## config.mk

```make
export PLATFORM = sky130hd
export DESIGN_NAME = histo_thresh_binarizer
export DESIGN_NICKNAME = d
export VERILOG_FILES = /design/src/rtl/histo_thresh_binarizer.sv
export SDC_FILE = /design/constraint.sdc
export NUM_CORES = 1
export LEC_CHECK = 0
export CAP_MARGIN = 0
export CORE_ASPECT_RATIO = 1.75
export CORE_MARGIN = 2
export CORE_UTILIZATION = 35
export DETAILED_ROUTE_END_ITERATION = 10
export GPL_TIMING_DRIVEN = 0
export SLEW_MARGIN = 20
export SYNTH_ARGS = -nofsm -noshare
export SYNTH_HDL_FRONTEND = slang
export SYNTH_SLANG_ARGS = --single-unit
```

## constraint.sdc

```tcl
create_clock -name iPclk -period 3.3 [get_ports iPclk]
set_clock_uncertainty 0.15 [all_clocks]
set_input_delay 0.66 -clock iPclk [delete_from_list [all_inputs] [get_ports iPclk]]
set_output_delay 0.66 -clock iPclk [all_outputs]
set_load 0.05 [all_outputs]
```

## src/rtl/histo_thresh_binarizer.sv

```systemverilog
// Binarises the live grey stream against a per-frame latched threshold and
// publishes foreground count and bounding box at the end of every frame.
module histo_thresh_binarizer #(
  parameter int GREY_W       = 12,
  parameter int THRESH_SHIFT = 4,
  parameter int COUNT_W      = 20,
  parameter bit INVERT       = 1'b0
) (
  input  logic               iPclk,
  input  logic               iRst,
  input  logic               iFval,
  input  logic               iDval,
  input  logic [15:0]        iX_Cont,
  input  logic [15:0]        iY_Cont,
  input  logic [GREY_W-1:0]  iGrey,
  input  logic [7:0]         iThresh,
  output logic               oDval,
  output logic [15:0]        oX_Cont,
  output logic [15:0]        oY_Cont,
  output logic               oBin,
  output logic [15:0]        oBin_Grey,
  output logic [7:0]         oThreshUsed,
  output logic [COUNT_W-1:0] oFgCount,
  output logic [15:0]        oMinX,
  output logic [15:0]        oMaxX,
  output logic [15:0]        oMinY,
  output logic [15:0]        oMaxY,
  output logic               oEmpty,
  output logic               oStatsValid,
  output logic [1:0]         oDbgState
);

  typedef enum logic [1:0] {S_IDLE = 2'd0, S_ACTIVE = 2'd1, S_PUBLISH = 2'd2} state_t;

  state_t             state_q, state_d;
  logic               fval_q, fval_d;
  logic               rise_pend_q, rise_pend_d;
  logic [7:0]         thresh_q, thresh_d;
  logic               s1_dval_q, s1_dval_d;
  logic [15:0]        s1_x_q, s1_x_d, s1_y_q, s1_y_d;
  logic [7:0]         s1_g8_q, s1_g8_d;
  logic               s2_dval_q, s2_dval_d;
  logic [15:0]        s2_x_q, s2_x_d, s2_y_q, s2_y_d;
  logic               s2_bin_q, s2_bin_d;
  logic [COUNT_W-1:0] cnt_q, cnt_d;
  logic [15:0]        min_x_q, min_x_d, max_x_q, max_x_d;
  logic [15:0]        min_y_q, min_y_d, max_y_q, max_y_d;
  logic [COUNT_W-1:0] pub_cnt_q, pub_cnt_d;
  logic [15:0]        pub_min_x_q, pub_min_x_d, pub_max_x_q, pub_max_x_d;
  logic [15:0]        pub_min_y_q, pub_min_y_d, pub_max_y_q, pub_max_y_d;
  logic               empty_q, empty_d;
  logic               stats_valid_q, stats_valid_d;

  logic rise, fall, fg, s1_fg;

  always_comb begin
    rise = iFval & ~fval_q;
    fall = ~iFval & fval_q;
    fg    = INVERT ? (s1_g8_q <= thresh_q) : (s1_g8_q > thresh_q);
    s1_fg = s1_dval_q & fg;

    state_d       = state_q;
    fval_d        = iFval;
    rise_pend_d   = rise_pend_q;
    thresh_d      = thresh_q;
    pub_cnt_d     = pub_cnt_q;
    pub_min_x_d   = pub_min_x_q;
    pub_max_x_d   = pub_max_x_q;
    pub_min_y_d   = pub_min_y_q;
    pub_max_y_d   = pub_max_y_q;
    empty_d       = empty_q;
    stats_valid_d = 1'b0;

    s1_dval_d = iDval & (state_q == S_ACTIVE);
    s1_x_d    = iX_Cont;
    s1_y_d    = iY_Cont;
    s1_g8_d   = 8'(iGrey >> THRESH_SHIFT);
    s2_dval_d = s1_dval_q;
    s2_x_d    = s1_x_q;
    s2_y_d    = s1_y_q;
    s2_bin_d  = s1_fg;

    // Accumulation happens as a pixel moves into stage 2, so the pixel in
    // flight at the falling edge is folded in before PUBLISH reads the totals.
    cnt_d   = cnt_q;
    min_x_d = min_x_q;
    max_x_d = max_x_q;
    min_y_d = min_y_q;
    max_y_d = max_y_q;
    if (s1_fg) begin
      cnt_d = (cnt_q == '1) ? cnt_q : cnt_q + COUNT_W'(1);
      if (s1_x_q < min_x_q) min_x_d = s1_x_q;
      if (s1_x_q > max_x_q) max_x_d = s1_x_q;
      if (s1_y_q < min_y_q) min_y_d = s1_y_q;
      if (s1_y_q > max_y_q) max_y_d = s1_y_q;
    end

    case (state_q)
      S_IDLE: begin
        if (rise || rise_pend_q) begin
          thresh_d    = iThresh;
          rise_pend_d = 1'b0;
          cnt_d       = '0;
          min_x_d     = 16'hFFFF;
          min_y_d     = 16'hFFFF;
          max_x_d     = 16'h0000;
          max_y_d     = 16'h0000;
          state_d     = S_ACTIVE;
        end
      end
      S_ACTIVE: begin
        if (fall) state_d = S_PUBLISH;
      end
      S_PUBLISH: begin
        rise_pend_d   = rise;
        stats_valid_d = 1'b1;
        pub_cnt_d     = cnt_q;
        empty_d       = (cnt_q == '0);
        pub_min_x_d   = (cnt_q == '0) ? 16'h0000 : min_x_q;
        pub_max_x_d   = (cnt_q == '0) ? 16'h0000 : max_x_q;
        pub_min_y_d   = (cnt_q == '0) ? 16'h0000 : min_y_q;
        pub_max_y_d   = (cnt_q == '0) ? 16'h0000 : max_y_q;
        state_d       = S_IDLE;
      end
      default: state_d = S_IDLE;
    endcase
  end

  always_ff @(posedge iPclk) begin
    if (iRst) begin
      state_q       <= S_IDLE;
      fval_q        <= 1'b1;
      rise_pend_q   <= 1'b0;
      thresh_q      <= '0;
      s1_dval_q     <= 1'b0;
      s1_x_q        <= '0;
      s1_y_q        <= '0;
      s1_g8_q       <= '0;
      s2_dval_q     <= 1'b0;
      s2_x_q        <= '0;
      s2_y_q        <= '0;
      s2_bin_q      <= 1'b0;
      cnt_q         <= '0;
      min_x_q       <= '0;
      max_x_q       <= '0;
      min_y_q       <= '0;
      max_y_q       <= '0;
      pub_cnt_q     <= '0;
      pub_min_x_q   <= '0;
      pub_max_x_q   <= '0;
      pub_min_y_q   <= '0;
      pub_max_y_q   <= '0;
      empty_q       <= 1'b1;
      stats_valid_q <= 1'b0;
    end else begin
      state_q       <= state_d;
      fval_q        <= fval_d;
      rise_pend_q   <= rise_pend_d;
      thresh_q      <= thresh_d;
      s1_dval_q     <= s1_dval_d;
      s1_x_q        <= s1_x_d;
      s1_y_q        <= s1_y_d;
      s1_g8_q       <= s1_g8_d;
      s2_dval_q     <= s2_dval_d;
      s2_x_q        <= s2_x_d;
      s2_y_q        <= s2_y_d;
      s2_bin_q      <= s2_bin_d;
      cnt_q         <= cnt_d;
      min_x_q       <= min_x_d;
      max_x_q       <= max_x_d;
      min_y_q       <= min_y_d;
      max_y_q       <= max_y_d;
      pub_cnt_q     <= pub_cnt_d;
      pub_min_x_q   <= pub_min_x_d;
      pub_max_x_q   <= pub_max_x_d;
      pub_min_y_q   <= pub_min_y_d;
      pub_max_y_q   <= pub_max_y_d;
      empty_q       <= empty_d;
      stats_valid_q <= stats_valid_d;
    end
  end

  assign oDval       = s2_dval_q;
  assign oX_Cont     = s2_x_q;
  assign oY_Cont     = s2_y_q;
  assign oBin        = s2_bin_q;
  assign oBin_Grey   = {16{s2_bin_q}};
  assign oThreshUsed = thresh_q;
  assign oFgCount    = pub_cnt_q;
  assign oMinX       = pub_min_x_q;
  assign oMaxX       = pub_max_x_q;
  assign oMinY       = pub_min_y_q;
  assign oMaxY       = pub_max_y_q;
  assign oEmpty      = empty_q;
  assign oStatsValid = stats_valid_q;
  assign oDbgState   = state_q;

endmodule

```

==> run_results.csv <==
group,metric,value,unit
sta,finalMaxSlewViolations,0,
power_and_ir_drop,p_per_area,494,nW/um2
synth,synth_nets,1380,
sta,grt_setup_unrepaired,"false",
place,io_buffers,196,
sta,holdWs,0.306,ns
die,dieArea,32600,um2
finish,drive_gt1_frac,0.0516,
sta,fmax,329,MHz
clock_network,cts_buffer_depth,3,
clock_network,worst_skew_pair.late_latency,0.56,ns
global_route,grt_pass1_vias,9733,
synth,synth_area,10900,um2
route,vias,9698,
power_and_ir_drop,p_seq_frac,0.463,
sta,fin_setup_tns,0,ns
job,maxCapViolCount,0,
power_and_ir_drop,intPower,5.24,mW
power_and_ir_drop,switching_power,1.78,mW
power_and_ir_drop,p_clk_frac,0.445,
synth,synth_top_area_share,0.473,
sta,finalCriticalPeriod,3.04,ns
sta,timing.final.crit_share,0.922,
finish,nets,1602,
place,globalplace.congestion,0.859,
clock_network,post_cts_buffers,0,
worst_setup_path,crit_fanout,10,
route,drt-total-wl,33.6,mm
worst_setup_path,critical_path.cell_chain,"ha_1 > nand4_1 > nor4_1 > a21bo_1 > o2111ai_1 > clkbuf_1 > nand3_1 > a21oi_1",
finish,layout.cells.non_filler,1884,
sta,final-setup-viol-count,0,
worst_setup_path,cp_data_required_time,3.62,ns
finish,areaGrowthSynthToFinish,30.7,%
die,start_util,0.354,
worst_setup_path,ff2ff_setup_slack,0.26,ns
synth,syn_inst,1252,
status,status,"finished, final reports clean",
die,dieHeight,237,um
synth,ys_warn_count,0,
route,drc,0,
min_path,hold_path_end,"oMinX[14]",
synth,ys_async_sr_fraction,0,
min_path,min-delay-path-class,"flop to flop",
route,first_pass_iters,5,
clock_network,hold_buffers,0,
global_route,track_usage,0.205,
worst_setup_path,cp-start-kind,"flop",
clock_network,clock-root-buffer,"clkbuf_16",
clock_network,cts_tree,"built",
clock_network,cts_resized,0,
worst_setup_path,endpoint_kind,"flop",
route,detail-route-antenna-nets,0,
clock_network,htree_levels,1,
power_and_ir_drop,p_sw_frac,0.254,
worst_setup_path,r2r-end,"max_y_q[6]",
power_and_ir_drop,comb_power_share,0.092,
worst_setup_path,cp_slowest_cell,"nor4_1",
route,vias_per_cell,5.15,
global_route,grt_max_degree,18,
die,core,30700,um2
clock_network,cts_num_sinks,257,
synth,ys_ff_latch,257,
die,io_pins,202,
place,place_inst,1839,
synth,synthDistinctLibCells,56,
synth,seq_area_frac_synth,0.473,
die,die_x,137,um
clock_network,clk_pin_slew,0.07,ns
die,rows,85,
worst_setup_path,worst-path-buf-inv,1,
sta,slew_headroom,0.385,
route,wl_per_cell,17.8,um
worst_setup_path,crit-reg2reg-launch,"s1_y_q[15]",
worst_setup_path,crit_type,"flop to flop",
global_route,grt_pass1_wl,51.8,mm
synth,yosysTopAreaCell,"dfxtp_1",
finish,final_cell_mix,"dfxtp_1, clkdlybuf4s50_1, nand2_1, a21oi_1, nand3_1",
clock_network,numCtsBuffers,24,
synth,synth_edf_count,0,
place,dp_hpwl,25.6,mm
worst_setup_path,arrival,3.36,ns
synth,synth_area_leaders,"dfxtp_1, ha_1, a21oi_1",
route,drt_iter0_markers,492,
sta,worst_pin_slew,0.923,ns
power_and_ir_drop,leakage,4.91,nW
worst_setup_path,reg2reg_depth,8,
global_route,antenna_found_initial,1,
sta,hold_viol,0,
synth,avgSynthCellArea,8.69,um2
min_path,min_from,"oMinX[14]",
finish,final_common_cell,"dfxtp_1",
min_path,hold_depth,2,
worst_setup_path,cp_top_family,"simple AND/OR/NAND/NOR gates",
synth,ys.flop_type,"dfxtp_1",
power_and_ir_drop,ir_worst_vdd,0.424,mV
worst_setup_path,critPathMaxStageDelay,0.57,ns
global_route,grt-ovfl-total,0,
[per-stage QoR]
step           power, mW  cell area, um2  setup slack [ns]  utilization
3_5_place_dp        3.97           13300             0.210        0.434
5_1_grt             7.25           14200            0.0938        0.463
3_3_place_gp        3.96           13300             0.266        0.434
2_1_floorplan       3.70           10900             0.484            -
4_1_cts             7.09           14200             0.237        0.462
6_report            7.02           14200             0.258        0.463
[registers in the layout, indices dropped and copies added, names as in the netlist, 2 cells and up]
name	cells
cnt_q	20
oFgCount	20
max_x_q	16
max_y_q	16
min_x_q	16
min_y_q	16
oMaxX	16
oMaxY	16
oMinX	16
oMinY	16
oX_Cont	16
oY_Cont	16
s1_x_q	16
s1_y_q	16
oThreshUsed	8
s1_g8_q	8
oDbgState	2
[cell usage after synthesis (2+ instances only)]
| cell | count |
|---|---|
| or3_1 | 5 |
| mux2i_1 | 17 |
| and3_1 | 5 |
| buf_1 | 12 |
| o21a_1 | 4 |
| o211ai_1 | 2 |
| a2111oi_0 | 2 |
| a21o_1 | 11 |
| nor3_1 | 5 |
| a21oi_1 | 141 |
| nand4_1 | 19 |
| inv_1 | 76 |
| buf_4 | 17 |
| nor4_1 | 23 |
| ha_1 | 72 |
| o21ai_0 | 36 |
| a211oi_1 | 3 |
| and2_1 | 4 |
| nor2b_1 | 76 |
| a22oi_1 | 2 |
| nand2b_1 | 4 |
| and4_1 | 3 |
| xnor2_1 | 3 |
| a311oi_1 | 16 |
| nand2_1 | 170 |
| buf_2 | 3 |
| or4_1 | 6 |
| nand3_1 | 115 |
| buf_6 | 3 |
| nor2_1 | 23 |
| or2_2 | 2 |
| clkbuf_1 | 61 |
| a31oi_1 | 16 |
| a211o_1 | 2 |
| o31ai_1 | 7 |
| dfxtp_1 | 257 |
| a211oi_2 | 2 |
| o21ai_1 | 9 |
[worst max path at each step]
stage	slack, ns	end	from	depth (start not counted)
6_report	0.26	max_y_q[6]	s1_y_q[15]	8
2_1_floorplan	0.48	max_x_q[10]	oThreshUsed[7]	9
5_1_grt	0.09	max_y_q[11]	s1_y_q[15]	8
3_3_place_gp	0.27	max_x_q[9]	iFval	8
3_5_place_dp	0.21	max_x_q[11]	iFval	8
4_1_cts	0.24	max_y_q[6]	s1_y_q[15]	8
[cell families after synthesis]
| family | share of synthesized area |
|---|---|
| AOI/OAI and AO/OA | 0.144 |
| xor gates and xnor gates | 0.00242 |
| adders and majority gates | 0.0828 |
| buffers and inverters | 0.0676 |
| DFF | 0.473 |
| muxes | 0.0156 |
| and+or+nand+nor | 0.215 |
[worst min-delay path, stage by stage (launching register included)]
cell	delay, ns
dfxtp_1	0.31
nand2_1	0.05
a21oi_1	0.05
[layer usage]
| layer | GRT usage | part of all wire |
|---|---|---|
| met2 | 0.388 | 0.54 |
| met3 | 0.0271 | 0.046 |
| met4 | 0.0890 | 0.042 |
| met5 | 0 | 0 |
| met1 | 0.221 | 0.38 |
[power groups by stage]
stage / clock network (mW) / logic [mW] / registers [mW]
4_1_cts: 3.19 / 0.648 / 3.25
3_5_place_dp: 0 / 0.644 / 3.32
5_1_grt: 3.29 / 0.709 / 3.26
2_1_floorplan: 0 / 0.343 / 3.36
3_3_place_gp: 0 / 0.635 / 3.32
6_report: 3.12 / 0.644 / 3.25
[final cells by class]
| cell class | instances | area, um2 |
|---|---|---|
| diodes | 1 | 2.50 |
| plain buffers | 96 | 450 |
| clock buffers | 28 | 646 |
| clock inverters | 16 | 241 |
| fillers | 2993 | 16500 |
| inverters | 76 | 285 |
| multi-input cells | 823 | 5000 |
| flip-flops and latches | 257 | 5140 |
| well taps | 391 | 489 |
| repair buffers | 196 | 1960 |
No activity file was read; power rests on OpenSTA's default activity.
